$ cat config.mk
export PLATFORM = sky130hd
export DESIGN_NAME = uart_tx
export DESIGN_NICKNAME = d
export VERILOG_FILES = /design/src/rtl/uart_pkg.sv /design/src/rtl/uart_tx_serializer.sv /design/src/rtl/uart_tx.sv
export SDC_FILE = /design/constraint.sdc
export NUM_CORES = 1
export LEC_CHECK = 0
export CORE_UTILIZATION = 49
export DETAILED_ROUTE_END_ITERATION = 8
export PLACE_DENSITY = 0.77
export SYNTH_ARGS = -nofsm -noshare
export SYNTH_HDL_FRONTEND = slang
export SYNTH_SLANG_ARGS = --single-unit
$ cat constraint.sdc
create_clock -name CLK -period 1.8 [get_ports CLK]
set_input_delay 0.36 -clock CLK [delete_from_list [all_inputs] [get_ports CLK]]
set_output_delay 0.36 -clock CLK [all_outputs]
set_load 0.02 [all_outputs]
$ cat src/rtl/uart_pkg.sv
// uart_pkg: state encoding and line-level constants shared by the UART transmitter and receiver
package uart_pkg;
  typedef enum logic [2:0] {
    IDLE   = 3'd0,
    START  = 3'd1,
    DATA   = 3'd2,
    PARITY = 3'd3,
    STOP   = 3'd4
  } state_t;
  localparam logic START_BIT = 1'b0;
  localparam logic STOP_BIT  = 1'b1;
  localparam logic PAR_EVEN  = 1'b0;
  localparam logic PAR_ODD   = 1'b1;
endpackage

$ cat src/rtl/uart_tx_serializer.sv
// uart_tx_serializer: holds the accepted word and walks the LSB-first bit index, presenting the bit for the next line cycle
module uart_tx_serializer #(
  parameter int WIDTH = 8
) (
  input  logic             clk,
  input  logic             rst_n,
  input  logic             load,
  input  logic             shift,
  input  logic [WIDTH-1:0] data_in,
  output logic [WIDTH-1:0] word,
  output logic             data_bit,
  output logic             last
);
  localparam int CW = $clog2(WIDTH);
  localparam logic [CW-1:0] LAST = CW'(WIDTH - 1);
  logic [CW-1:0] cnt;
  logic [CW-1:0] cnt_nxt;
  // the index sits at zero outside DATA so entry always starts at bit 0, and it parks on the last bit instead of wrapping
  assign last     = cnt == LAST;
  assign cnt_nxt  = !shift ? '0 : last ? cnt : cnt + 1'b1;
  assign data_bit = word[cnt_nxt];
  // word is captured only on accept; the index follows the FSM every cycle
  always_ff @(posedge clk or negedge rst_n)
    if (!rst_n) begin
      word <= '0;
      cnt  <= '0;
    end else begin
      if (load) word <= data_in;
      cnt <= cnt_nxt;
    end
endmodule

$ cat src/rtl/uart_tx.sv
// uart_tx: UART frame transmitter (start, LSB-first data, optional parity, stop); parity built only when UART_TX_PARITY_EN is defined
module uart_tx #(
  parameter int WIDTH = 8
) (
  input  logic             CLK,
  input  logic             Reset,
  input  logic [WIDTH-1:0] P_DATA,
  input  logic             Data_Valid,
  input  logic             PAR_EN,
  input  logic             PAR_TYP,
  output logic             TX_OUT,
  output logic             Busy
);
  import uart_pkg::*;
  state_t           state;
  logic             accept;
  logic             data_bit;
  logic             last;
  logic [WIDTH-1:0] word;
  assign accept = Data_Valid && !Busy;
  uart_tx_serializer #(.WIDTH(WIDTH)) u_ser (
    .clk      (CLK),
    .rst_n    (Reset),
    .load     (accept),
    .shift    (state == DATA),
    .data_in  (P_DATA),
    .word     (word),
    .data_bit (data_bit),
    .last     (last)
  );
`ifdef UART_TX_PARITY_EN
  logic par_en_q;
  logic par_typ_q;
  logic par_bit;
  assign par_bit = (^word) ^ (par_typ_q == PAR_ODD);
  // parity options are frozen per frame at accept time
  always_ff @(posedge CLK or negedge Reset)
    if (!Reset) begin
      par_en_q  <= 1'b0;
      par_typ_q <= PAR_EVEN;
    end else if (accept) begin
      par_en_q  <= PAR_EN;
      par_typ_q <= PAR_TYP;
    end
`else
  logic unused_par;
  assign unused_par = ^{PAR_EN, PAR_TYP, word};
`endif
  // frame sequencer; TX_OUT and Busy are registered with the value for the state being entered
  always_ff @(posedge CLK or negedge Reset)
    if (!Reset) begin
      state  <= IDLE;
      TX_OUT <= STOP_BIT;
      Busy   <= 1'b0;
    end else begin
      unique case (state)
        IDLE, STOP: begin
          state  <= accept ? START : IDLE;
          TX_OUT <= accept ? START_BIT : STOP_BIT;
          Busy   <= accept;
        end
        START: begin
          state  <= DATA;
          TX_OUT <= data_bit;
          Busy   <= 1'b1;
        end
        DATA: begin
          if (!last) TX_OUT <= data_bit;
`ifdef UART_TX_PARITY_EN
          else if (par_en_q) begin
            state  <= PARITY;
            TX_OUT <= par_bit;
          end
`endif
          else begin
            state  <= STOP;
            TX_OUT <= STOP_BIT;
            Busy   <= 1'b0;
          end
        end
`ifdef UART_TX_PARITY_EN
        PARITY: begin
          state  <= STOP;
          TX_OUT <= STOP_BIT;
          Busy   <= 1'b0;
        end
`endif
        default: begin
          state  <= IDLE;
          TX_OUT <= STOP_BIT;
          Busy   <= 1'b0;
        end
      endcase
    end
endmodule

==> results.yml, run 1 <==
logic_synthesis:
  synth_common_cells: "29 x nand2_1, 15 x dfrtp_1, 4 x nor2_1, 3 x a21oi_1, 3 x o21ai_0"
  yosysWarnings: 0
  synth-async-reset-ratio_pct: 100
  ys_top_cells_by_area: "dfrtp_1 46%, nand2_1 13%, mux2_4 3.7%"
  synth.most_common_cell: "nand2_1"
  syn-num-nets: 99
  yosysSeqAreaShare_pct: 49.4
  yosys.area.top_type: "dfrtp_1"
  synth_top_area_share_pct: 46.2
  avgSynthCellArea_um2: 9.57
  yosys_register_bits: 16
  synth_cell_types: 32
  ys.flop_type: "dfrtp_1"
  synth-edff-count: 0
  netlist_area_um2: 813
  synthCells: 85
routing:
  dr.pass1.iters: 4
  vias_per_cell: 5.31
  drc: 0
  num_vias: 626
  ant_nets: 0
  wire_per_inst_um: 12.2
  wl_mm: 1.44
  drt_iter0_markers: 8
hold_path:
  hold_path.class: "input pin to asynchronous set/reset pin"
timing:
  post-route-period-util_pct: 97.3
  timing.final.hold_violations: 0
  finalCriticalPeriod_ps: 1750
  setup_viol: 0
  slew_headroom_pct: 78.0
  fin_ws_ps: 47.9
  max_freq_mhz: 571
  setup_tns_ps: 0
  max_slew.worst_pin.slew_ps: 329
  clock_skew_ps: 4.86
  slew_violations: 0
  rsz0062_at_grt: "no"
global_route:
  grt_pass1_vias: 615
  grt_pass1_wl_mm: 2.57
  antenna_found_initial: 0
  gr-total-overflow: 0
  grt_max_degree: 17
  grt.total_usage_pct: 18.8
cts:
  cts_tree: "built"
  cts_sinks: 16
  cts_resized: 0
  path_clk_slew_ps: 100
  cts_max_level: 1
  clk_latency_ps: 280
  post_cts_buffers: 0
  cts_max_path_buffers: 2
  cts_hold_buf: 0
  root_buffer: "clkbuf_4"
  cts_buffers: 3
floorplanning:
  core_area_um2: 1520
  start_util_pct: 53.4
  die_y_um: 42.7
  dieArea_um2: 1830
  chipWidth_um: 42.7
  io_pins: 15
  rows: 14
run_status:
  status: "finished, final reports clean"
worst_setup_path:
  arrival_ps: 1390
  crit_end: "TX_OUT"
  worstPathRequired_ps: 1440
  crit_type: "flip-flop to output port"
  cpPeakStageDelay_ps: 590
  r2r_start: "u_ser.cnt[0]$_DFF_PN0_"
  critPathLaunch: "TX_OUT$_DFF_PN1_"
  crit_path_end_kind: "output port"
  cp_num_cells: 1
  critical-path-top-delay-family: "buffers and inverters"
  cp_max_fo: 1
  crit_path_top_delay_cell: "clkdlybuf4s50_1"
  startpoint_type: "flip-flop"
  cp.buffers_inverters: 1
  timing.rr.end: "TX_OUT$_DFF_PN1_"
  reg2reg_depth: 6
  r2r_slack_ps: 200
  path_cells: "clkdlybuf4s50_1"
cells_and_area:
  diodes: 0
  multiInputGateArea_um2: 392
  nFillCells: 131
  fin_nets: 117
  ff_latch_area_um2: 402
  drive_above_1_share_pct: 16.7
  synthToLayoutAreaGrowth_pct: 22.9
placed_design:
  gp_congestion: 0.859
  pre_cts_slack_ps: 126
  port-buffer-count: 12
  dp_hpwl_mm: 1.07
job:
  cap_viol_max_count: 0
power_and_ir_drop:
  p_per_area_nw_per_um2: 1490
  max-vdd-ir-drop_mv: 0.840
  cellLeakagePower_nw: 0.469
==> worst min path at each step <==
stage	end	slack, ps	depth (start not counted)
4_1_cts	state[1]$_DFFE_PN0P_	390	2
6_report	state[1]$_DFFE_PN0P_	380	2
3_5_place_dp	u_ser.word[3]$_DFFE_PN0P_	460	2
5_1_grt	state[1]$_DFFE_PN0P_	390	2
2_1_floorplan	Busy$_DFFE_PN0P_	60	0
3_3_place_gp	u_ser.word[1]$_DFFE_PN0P_	460	2
==> routing by layer <==
layer	part of all wire (%)	track usage (%)
met1	47	22.5
met2	50	32.4
met4	0.97	9.38
met5	0	0
met3	2.4	2.55
==> cell usage in the layout (no fill, tap or decap), types with 2 or more instances in the layout <==
cell,count
clkdlybuf4s50_1,12
nand2b_1,2
nor2_1,4
dfrtp_1,15
buf_4,4
mux2_4,2
o21ai_0,3
a21oi_1,3
mux2i_1,2
clkbuf_4,3
nand2_1,29
and2_1,2
==> registers in the layout, indices dropped and copies added, names as in the netlist <==
signal and count:
u_ser.word 8, state 3, u_ser.cnt 3, Busy 1, TX_OUT 1
==> cells by family (layout without fill, tap and decap cells) <==
| logic type | after synthesis | after routing | synth area share [%] |
|---|---|---|---|
| xor+xnor | 1 | 1 | 1.08 |
| flops | 16 | 16 | 49.4 |
| mux | 6 | 6 | 8.92 |
| compound gates | 12 | 12 | 9.54 |
| buf+inv | 3 | 20 | 2.46 |
| fa+ha+maj | 1 | 1 | 1.54 |
| simple gates | 46 | 46 | 27.1 |
==> layout make-up <==
cell class / instances / share of cell area [%]
timing repair buffer: 16 / 15.0
multi-input combinational: 66 / 39.2
tap: 16 / 2.00
clock buffer: 4 / 3.63
sequential: 16 / 40.2
==> report_power, final <==
part / internal (W) / switching (W) / total [W]
registers: 0.000508 / 0.0000949 / 0.000602
clock network: 0.000123 / 0.000113 / 0.000236
logic: 0.000339 / 0.000312 / 0.000651
==> through the flow <==
stage | hold slack (ps) | utilization (%) | cell area [um^2] | total power (W) | cells
after floorplan | 64.4 | - | 813 | 0.00108 | 85
after CTS | 389 | 65.6 | 1000 | 0.00150 | 118
after detailed placement | 462 | 63.2 | 963 | 0.00126 | 114
final | 383 | 65.6 | 1000 | 0.00149 | 118
after global routing | 392 | 65.6 | 1000 | 0.00161 | 118
after global placement | 460 | 63.2 | 963 | 0.00124 | 114
(Power assumes the default switching activity.)
==> inputs of run 2 (changes only) <==
--- a/config.mk
+++ b/config.mk
@@ -7,6 +7,7 @@
 export LEC_CHECK = 0
 export CORE_UTILIZATION = 49
 export DETAILED_ROUTE_END_ITERATION = 8
+export GPL_TIMING_DRIVEN = 0
 export PLACE_DENSITY = 0.77
 export SYNTH_ARGS = -nofsm -noshare
 export SYNTH_HDL_FRONTEND = slang
==> run 2 against run 1 <==
  * Cell count fell by 0.85%
  * Largest power group unchanged
  * Die area did not move
  * Non-clock buffer count fell by 1
  * Design area fell by 2.0%
==> results.yml, run 2 (same netlist as run 1, synthesis figures left out) <==
run_status:
  status: "finished, final reports clean"
timing:
  holdWs_ps: 480
  slew_headroom_pct: 53.2
  clock_skew_ps: 9.94
  finalCriticalPeriod_ps: 1740
  rsz0062_at_grt: "no"
  max_freq_mhz: 574
  slew_violations: 0
  post-route-period-util_pct: 96.8
  timing.final.hold_violations: 0
  max_slew.worst_pin.slew_ps: 699
  setup_viol: 0
worst_setup_path:
  path_cells: "clkdlybuf4s50_1"
  critical-path-top-delay-family: "buffers and inverters"
  cp_num_cells: 1
  cp_max_fo: 1
  cp.buffers_inverters: 1
  r2r_slack_ps: 230
  r2r_start: "u_ser.cnt[0]$_DFF_PN0_"
  critPathLaunch: "TX_OUT$_DFF_PN1_"
  crit_path_end_kind: "output port"
  startpoint_type: "flip-flop"
  worstPathRequired_ps: 1440
  reg2reg_depth: 6
  crit_type: "flip-flop to output port"
  crit_path_top_delay_cell: "clkdlybuf4s50_1"
  cpPeakStageDelay_ps: 590
  timing.rr.end: "TX_OUT$_DFF_PN1_"
  crit_end: "TX_OUT"
  arrival_ps: 1380
routing:
  wire_per_inst_um: 12.3
  vias_per_cell: 5.24
  drt_iter0_markers: 5
  num_vias: 613
  dr.pass1.iters: 4
  drc: 0
  ant_nets: 0
  wl_mm: 1.44
power_and_ir_drop:
  p_per_area_nw_per_um2: 1470
  cellLeakagePower_nw: 0.455
  max-vdd-ir-drop_mv: 0.865
cts:
  root_buffer: "clkbuf_4"
  cts_resized: 0
  cts_sinks: 16
  path_clk_slew_ps: 80
  clk_latency_ps: 280
  cts_tree: "built"
  cts_buffers: 3
  cts_max_path_buffers: 2
  cts_hold_buf: 0
  post_cts_buffers: 0
  cts_max_level: 1
cells_and_area:
  top_regs: "u_ser.word: 8 flops, state: 3 flops, u_ser.cnt: 3 flops"
  largest_reg_flops: 8
  largest-register: "u_ser.word"
  fin_nets: 116
  synthToLayoutAreaGrowth_pct: 20.5
  final_common_cell: "nand2_1"
  diodes: 0
  drive_above_1_share_pct: 13.9
  layout_common_cells: "29 x nand2_1, 15 x dfrtp_1, 12 x clkdlybuf4s50_1"
  fin_area_um2: 980
  final_core_util_pct: 64.3
floorplanning:
  die_y_um: 42.7
  core_area_um2: 1520
  rows: 14
  dieArea_um2: 1830
  io_pins: 15
  start_util_pct: 53.4
  chipWidth_um: 42.7
placed_design:
  gp_congestion: 0.759
  port-buffer-count: 12
  place_area_um2: 953
  dp_hpwl_mm: 1.08
global_route:
  gr-total-overflow: 0
  grt_pass1_vias: 595
  grt.total_usage_pct: 19.2
  grt_max_degree: 17
  grt_pass1_wl_mm: 2.61
  antenna_found_initial: 0
hold_path:
  hold_path.class: "flip-flop to flip-flop"
job:
  cap_viol_max_count: 0
-- run 2: changes by cell type in the layout (fill, tap and decap cells not counted) --
cell / before / now
buf_4: 4 / 0
clkbuf_1: 0 / 2
buf_2: 0 / 1
buf_6: 0 / 1
clkbuf_8: 1 / 0
-- run 2: through the flow --
stage          setup TNS [ps]  total power [W]  std cells  setup WS [ps]
2_1_floorplan               0          0.00108         85            366
3_3_place_gp                0          0.00123        113           15.3
3_5_place_dp            -10.2          0.00126        113          -10.2
4_1_cts                     0          0.00145        117           47.5
5_1_grt                     0          0.00156        117           26.6
6_report                    0          0.00144        117           57.1
-- run 2: power by group --
group	leakage [nW]	internal (W)	total (W)	switching (W)
combinational	0.239	0.000330	0.000640	0.000310
clock	0.0150	0.0000859	0.000196	0.000110
sequential	0.201	0.000507	0.000603	0.0000956
-- run 2: worst min path at each step --
stage                               from                   endpoint  slack (ps)  cells after the start
6_report       u_ser.word[7]$_DFFE_PN0P_  u_ser.word[7]$_DFFE_PN0P_         480                      2
5_1_grt        u_ser.word[7]$_DFFE_PN0P_  u_ser.word[7]$_DFFE_PN0P_         510                      2
4_1_cts        u_ser.word[7]$_DFFE_PN0P_  u_ser.word[7]$_DFFE_PN0P_         480                      2
3_5_place_dp   u_ser.word[7]$_DFFE_PN0P_  u_ser.word[7]$_DFFE_PN0P_         460                      2
3_3_place_gp   u_ser.word[1]$_DFFE_PN0P_  u_ser.word[1]$_DFFE_PN0P_         460                      2
2_1_floorplan                      Reset           Busy$_DFFE_PN0P_          60                      0
-- run 2: worst min-delay path, stage by stage (launching register included) --
cell and delay (ps):
dfrtp_1 350, nand2_1 50, nand2_1 60
-- run 2: cell type report --
cell class,count,area [um^2]
Buffer,3,20.0
Clock buffer,4,26.3
Fill cell,138,544
Multi-Input combinational cell,66,392
Sequential cell,16,402
Tap cell,16,20.0
Timing Repair Buffer,12,120
-- run 2: layer usage --
| layer | vias to the layer above | track usage, % | share of wire, % |
|---|---|---|---|
| met2 | 11 | 30.9 | 47 |
| met5 | - | 0 | 0 |
| met1 | 283 | 25.3 | 49 |
| met4 | 0 | 7.50 | 1.7 |
| li1 | 315 | - | - |
| met3 | 4 | 3.83 | 2.4 |
==> inputs of run 3 (changes only) <==
--- a/config.mk
+++ b/config.mk
@@ -9,6 +9,7 @@
 export DETAILED_ROUTE_END_ITERATION = 8
 export GPL_TIMING_DRIVEN = 0
 export PLACE_DENSITY = 0.77
+export SKIP_LAST_GASP = 1
 export SYNTH_ARGS = -nofsm -noshare
 export SYNTH_HDL_FRONTEND = slang
 export SYNTH_SLANG_ARGS = --single-unit
==> results of run 3 <==
No change in the layout: final DEF, timing and power equal those of run 2.
